### config.mk
export PLATFORM = sky130hd
export DESIGN_NAME = booth_product_accumulator
export DESIGN_NICKNAME = d
export VERILOG_FILES = /design/src/rtl/booth_product_accumulator.sv
export SDC_FILE = /design/constraint.sdc
export NUM_CORES = 1
export LEC_CHECK = 0
export BUFFER_PORTS_ARGS = -buffer_cell sky130_fd_sc_hd__buf_4
export CAP_MARGIN = 20
export CORE_AREA = 2 2 81 83
export CTS_CLUSTER_SIZE = 16
export DETAILED_ROUTE_END_ITERATION = 12
export DIE_AREA = 0 0 83 85
export PLACE_DENSITY = 0.74
export SLEW_MARGIN = 20
export SYNTH_ARGS = -nofsm -noshare
export SYNTH_HDL_FRONTEND = slang
export SYNTH_SLANG_ARGS = --single-unit
### constraint.sdc
create_clock -name i_clk -period 3.25 [get_ports i_clk]
set_input_delay 0.1625 -clock i_clk [delete_from_list [all_inputs] [get_ports i_clk]]
set_output_delay 0.1625 -clock i_clk [all_outputs]
set_load 0.005 [all_outputs]
### src/rtl/booth_product_accumulator.sv
// Saturating accumulator that sums a programmed burst of signed products from the
// Booth multiplier and presents the dot-product result over a valid/ready port.
module booth_product_accumulator #(
    parameter int PROD_W = 16,
    parameter int ACC_W  = 24,
    parameter int LEN_W  = 10
) (
    input  logic                     i_clk,
    input  logic                     i_rst_n,
    input  logic                     i_start,
    input  logic [LEN_W-1:0]         i_len,
    input  logic                     i_in_valid,
    output logic                     o_in_ready,
    input  logic signed [PROD_W-1:0] i_in_product,
    output logic                     o_out_valid,
    input  logic                     i_out_ready,
    output logic signed [ACC_W-1:0]  o_out_acc,
    output logic                     o_out_sat,
    output logic                     o_busy
);

    typedef enum logic [1:0] {
        S_IDLE  = 2'd0,
        S_ACCUM = 2'd1,
        S_DONE  = 2'd2
    } state_t;

    localparam logic signed [ACC_W-1:0] ACC_MAX = {1'b0, {(ACC_W-1){1'b1}}};
    localparam logic signed [ACC_W-1:0] ACC_MIN = {1'b1, {(ACC_W-1){1'b0}}};

    state_t                    r_state;
    state_t                    w_state_nxt;
    logic signed [ACC_W-1:0]   r_acc;
    logic                      r_sat;
    logic [LEN_W-1:0]          r_cnt;
    logic                      w_beat;
    logic signed [ACC_W:0]     w_sum;

    // The two top bits of the widened sum disagree exactly when it left the ACC_W range.
    function automatic logic sat_ovf(input logic signed [ACC_W:0] s);
        return s[ACC_W] != s[ACC_W-1];
    endfunction

    function automatic logic signed [ACC_W-1:0] sat_clamp(input logic signed [ACC_W:0] s);
        if (s[ACC_W] != s[ACC_W-1])
            return s[ACC_W] ? ACC_MIN : ACC_MAX;
        return $signed(s[ACC_W-1:0]);
    endfunction

    assign w_beat = i_in_valid && (r_state == S_ACCUM);
    assign w_sum  = {r_acc[ACC_W-1], r_acc}
                  + {{(ACC_W+1-PROD_W){i_in_product[PROD_W-1]}}, i_in_product};

    assign o_in_ready  = (r_state == S_ACCUM);
    assign o_out_valid = (r_state == S_DONE);
    assign o_busy      = (r_state != S_IDLE);
    assign o_out_acc   = r_acc;
    assign o_out_sat   = r_sat;

    always_comb begin
        w_state_nxt = r_state;
        case (r_state)
            S_IDLE: begin
                if (i_start)
                    w_state_nxt = (i_len == '0) ? S_DONE : S_ACCUM;
            end
            S_ACCUM: begin
                if (w_beat && (r_cnt == LEN_W'(1)))
                    w_state_nxt = S_DONE;
            end
            S_DONE: begin
                if (i_out_ready)
                    w_state_nxt = S_IDLE;
            end
            default: w_state_nxt = S_IDLE;
        endcase
    end

    always_ff @(posedge i_clk) begin
        if (!i_rst_n)
            r_state <= S_IDLE;
        else
            r_state <= w_state_nxt;
    end

    always_ff @(posedge i_clk) begin
        if (!i_rst_n) begin
            r_acc <= '0;
            r_sat <= 1'b0;
            r_cnt <= '0;
        end else begin
            case (r_state)
                S_IDLE: begin
                    if (i_start) begin
                        r_acc <= '0;
                        r_sat <= 1'b0;
                        r_cnt <= i_len;
                    end
                end
                S_ACCUM: begin
                    // Accumulation resumes from the clamped value; the flag is sticky.
                    if (w_beat) begin
                        r_acc <= sat_clamp(w_sum);
                        r_sat <= r_sat | sat_ovf(w_sum);
                        r_cnt <= r_cnt - LEN_W'(1);
                    end
                end
                default: begin
                    r_acc <= r_acc;
                end
            endcase
        end
    end

endmodule

# Word level (Yosys, flattened, before mapping)
# Cells that the tools add are included.
totals:
  regBits: 37
  input_bits: 31
  out_inout_bits: 28
op_classes:
  add_sub_neg: 2
  eq_ne: 8
  muxes: 21
  n_bitwise: 1
  n_reduce_logical: 8
op_table:
  columns: ["op", "count"]
  rows:
  - ["$mux W24", 5]
  - ["$pmux W24 S2", 1]
  - ["$add A24 B16 Y25", 1]
  - ["$mux W10", 2]
  - ["$pmux W10 S2", 1]
  - ["$eq A10 B1 Y1 const B", 1]
  - ["$logic_not A10 Y1", 1]
  - ["$sub A10 B1 Y10 const B", 1]
  - ["$mux W2", 4]
  - ["$mux W1", 6]
  - ["$ne A2 B1 Y1 const B", 3]
  - ["$pmux W2 S3", 1]
  - ["$reduce_and A3 Y1", 2]
  - ["$reduce_bool A2 Y1", 2]
  - ["$eq A2 B1 Y1 const B", 1]
  - ["$eq A2 B2 Y1 const B", 1]
  - ["$logic_and A1 B1 Y1", 2]
  - ["$logic_not A2 Y1", 1]
  - ["$ne A2 B2 Y1 const B", 1]
  - ["$pmux W1 S2", 1]
  - ["$ne A1 B1 Y1", 1]
  - ["$or A1 B1 Y1", 1]

# Depth between registers and ports, before layout
logic_depth:
  depth_word: 9
  depth_mapped: 11

# Least setup slack after synthesis
# Ideal clock, no wire load.
synth_timing:
  kind: "flip-flop to flip-flop"
  start: "reg r_acc[0], in the netlist o_out_acc[0]"
  end: "reg r_acc[5], in the netlist o_out_acc[5]"
  setup_time_ps: 135
  arrival_ps: 2560
  t_required_ps: 3115
  path_slack_ps: 555
  stages_incl_launch_ff: 12
  path_buffers: 1
  path_cell_list: "dfxtp_1 -> ha_1 -> fa_1 -> a211oi_2 -> o211ai_2 -> a31oi_4 -> o311ai_4 -> nor4bb_1 -> a211oi_4 -> buf_6 -> o21ai_2 -> a21oi_2"
synth_via:
  elab_chain_len: 9
  word_cells_on_any_way: 11
synth_rtl:
  columns: ["element", "line_no", "rtl"]
  rows:
  - ["start, declared", "33", "logic signed [ACC_W-1:0] r_acc;"]
  - ["start signal, assigned", "103", "r_acc <= sat_clamp(w_sum);"]
  - ["start signal, assigned", "109", "r_acc <= r_acc;"]
  - ["$add A24 B16 Y25 *", "52", "+ {{(ACC_W+1-PROD_W){i_in_product[PROD_W-1]}}, i_in_product};"]
  - ["$ne A1 B1 Y1", "45", "if (s[ACC_W] != s[ACC_W-1])"]
  - ["$mux W1", "45", null]
  - ["$mux W1", "102", "if (w_beat) begin"]
  - ["$mux W1", "92", "case (r_state)"]
  - ["$mux W1", "87", "if (!i_rst_n) begin"]
  - ["$mux W24 *", "47", "return $signed(s[ACC_W-1:0]);"]
  - ["$mux W24 *", "102", null]
  - ["$pmux W24 S2 *", "92", null]
# Mark *: on every way between the ends. The rest lies on a longest branch, timed or not. The select of a mux whose other input is x is not followed.
# A chain may end at the register's enable or synchronous reset.

# Final worst setup path
layout_timing:
  start: "reg r_acc[0], in the netlist o_out_acc[0]"
  end: "reg r_acc[11], in the netlist o_out_acc[11]"
# The elaborated chain is that of the path after synthesis.

==> impl_metrics.tcl <==
set metrics [dict create \
    route.detailed.drc 0 \
    antenna_found_initial 0 \
    dp.final_hpwl_um 5768 \
    p_total_mw 1.505 \
    grt_pass1_wl_um 13170 \
    crit_arrival_ns 3.22 \
    overflow 0 \
    cts_root_buffer "clkbuf_8" \
    wire_per_inst_um 15.28 \
    ys_seq_area_frac 0.2484 \
    synthArstFlopShare 0 \
    layout_common_cells "buf_4 (72), a21oi_1 (47), nand2_1 (44), dfxtp_1 (37)" \
    p_comb_frac 0.360 \
    synthXorXnorAreaFrac 0.05875 \
    synth_top_flop_cell "dfxtp_1" \
    synth_warnings 0 \
    die_w_um 83 \
    vias 3096 \
    max_freq_ghz 0.3335 \
    swShare 0.3556 \
    post-route-min-period_ns 2.999 \
    fin_area_um2 3701 \
    synth_top_area_cell "dfxtp_1" \
    cts_max_path_buffers 2 \
    drtIter0Drc 164 \
    cap_violations 0 \
    antenna_cells 0 \
    synth-compound-area-share 0.3466 \
    firstDrtPassIters 5 \
    cp-start-kind "flop" \
    whs_ns 0.03999 \
    power.share.clock 0.286 \
    ys_seq_elements 37 \
    nets 502 \
    core.rowCount 29 \
    fin_crit_sh 0.9227 \
    power.internal_uw 969.9 \
    synth_edf_count 0 \
    vias_per_cell 5.931 \
    final-hold-violation-count 0 \
    finish.utilization 0.5965 \
    ant_nets 0 \
    drive_gt1_frac 0.2607 \
    setup_viol_count_final 0 \
    avgSynthCellArea_um2 7.826 \
    syn-num-nets 439 \
    tightest_slew_ns 1.080 \
    path_clk_slew_ns 0.09 \
    end_kind "flop" \
    seqPwrFrac 0.353 \
    ios 59 \
    status "finished clean" \
    synth_top_area_share 0.2484 \
    peakVddDrop_uv 193.2 \
    grt_pass1_vias 2799 \
    slew_viol_final 0 \
    p_sw_uw 535.2 \
    gp_congestion 0.8695 \
    cts_made_buffers 5 \
    syn_inst 381 \
    wl_um 7975 \
    postCtsHoldBufs 0 \
    syn_area_um2 2982 \
    powerDensity_nw_per_um2 406.7 \
    synth_adder_area_share 0.1158 \
    post_dp_cell_area_um2 3517 \
    core_um2 6205 \
    cts_tree "done" \
    synth_top_family_by_area "compound AO/OA/AOI/OAI gates" \
    syn_to_final_growth_pct 24.13 \
    crit_required_ns 3.47 \
    path_max_fanout 12 \
    synth_simple_gate_area_frac 0.1876 \
    h-tree-depth 2 \
    skew_ns 0.01370 \
    hp-class "in -> reg" \
    dp_cells 510 \
    relSlewSlack 0.2798 \
    synth_area_leaders "dfxtp_1 (25%), ha_1 (11%), a21oi_1 (7.9%)" \
    initial_core_util 0.4805 \
    portBuffers 58 \
    critPathKind "reg -> reg" \
    final_common_cell "buf_4" \
    die_h_um 85 \
    clk_latency_ns 0.30 \
    ys_types 58 \
    p_leak_nw 1.568 \
    synth_mux_area_frac 0 \
    rsz0062_at_grt "false" \
    die-area_um2 7055 \
    finalNonFillerCells 522 \
    grt_usage 0.2212 \
    grt_max_degree 38 \
    clkSinkCount 37 \
]
[Yosys cell counts (all sizes together) (2+ instances only)]
master and n:
and3 2, or2 3, nand3b 2, o2111ai 3, and2 4, buf 7
a221oi 4, ha 26, xor2 8, a311oi 2, nor2 26, xnor2 12
nor3 16, nor4 2, nand2 44, o211ai 9, or4 2, dfxtp 37
a21oi 57, a21o 8, a211oi 9, o21ai 42, or3 3, inv 11
o41ai 2, clkbuf 10, nand3 10, o311ai 3
[critical path, cell delays in order (launching register included)]
cell	delay, ns
dfxtp_1	0.33
ha_1	0.23
fa_1	0.44
a211oi_2	0.25
o211ai_2	0.15
a31oi_4	0.22
o311ai_4	0.12
a21boi_1	0.21
a211oi_4	0.60
o21ai_0	0.18
a21oi_1	0.19
[worst paths after layout]
check                                  start                          to  slack (ns)  cells past startpoint
setup / recovery   o_out_acc[0]$_SDFFE_PN0P_  o_out_acc[11]$_SDFFE_PN0P_        0.25                     10
hold / removal                       i_start      o_out_sat$_SDFFE_PN0P_        0.04                      2
setup reg to reg   o_out_acc[0]$_SDFFE_PN0P_  o_out_acc[11]$_SDFFE_PN0P_        0.25                     10
hold reg to reg   o_out_acc[14]$_SDFFE_PN0P_  o_out_acc[14]$_SDFFE_PN0P_        0.48                      2
[routing by layer]
| metal | GRT usage | share of wire | vias to the layer above |
|---|---|---|---|
| li1 | - | - | 1546 |
| met1 | 0.2893 | 0.45 | 1442 |
| met2 | 0.3790 | 0.49 | 96 |
| met3 | 0.03599 | 0.054 | 12 |
| met4 | 0.06259 | 0.012 | 0 |
| met5 | 0 | 0 | - |
[final cells by class]
| cell class | instances | area (um2) |
|---|---|---|
| repair buffers | 72 | 540.5 |
| clock buffers | 6 | 82.58 |
| clock inverters | 2 | 37.54 |
| multi-input cells | 317 | 2162 |
| flip-flops and latches | 37 | 740.7 |
| fillers | 579 | 2504 |
| inverters | 11 | 41.29 |
| well taps | 77 | 96.34 |
[metrics by stage]
step                setup TNS, ns  setup slack [ns]
floorplan                       0            0.5552
global placement         -0.06993          -0.03520
detailed placement         -1.117           -0.1692
CTS                             0           0.09495
global route                    0          0.003749
finish                          0            0.2513
[power groups by stage]
stage               Combinational, mW  Sequential [mW]  Clock, mW
CTS                             0.531            0.531      0.439
floorplan                       0.375            0.532          0
global route                    0.603            0.538      0.451
finish                          0.542            0.532      0.431
global placement                0.510            0.540          0
detailed placement              0.521            0.542          0
[registers in the layout, summed over array words and instances, names as in the netlist]
register / cells
o_out_sat: 1
r_state: 2
r_cnt: 10
o_out_acc: 24
[timing repair]
action | in CTS | in global routing
gates cloned | 1 | 0
gates resized for setup | 2 | 2
setup endpoints to repair | 23 | 6
buffers inserted | 0 | 3
pin swaps | 1 | 1
[cell families (layout without fill, tap and decap cells)]
logic type / count (synthesis) / count (layout)
compound gates: 150 / 151
xor+xnor: 20 / 20
fa+ha+maj: 27 / 27
buf+inv: 28 / 91
flops: 37 / 37
simple gates: 119 / 119
Power figures use the tool's default switching activity.
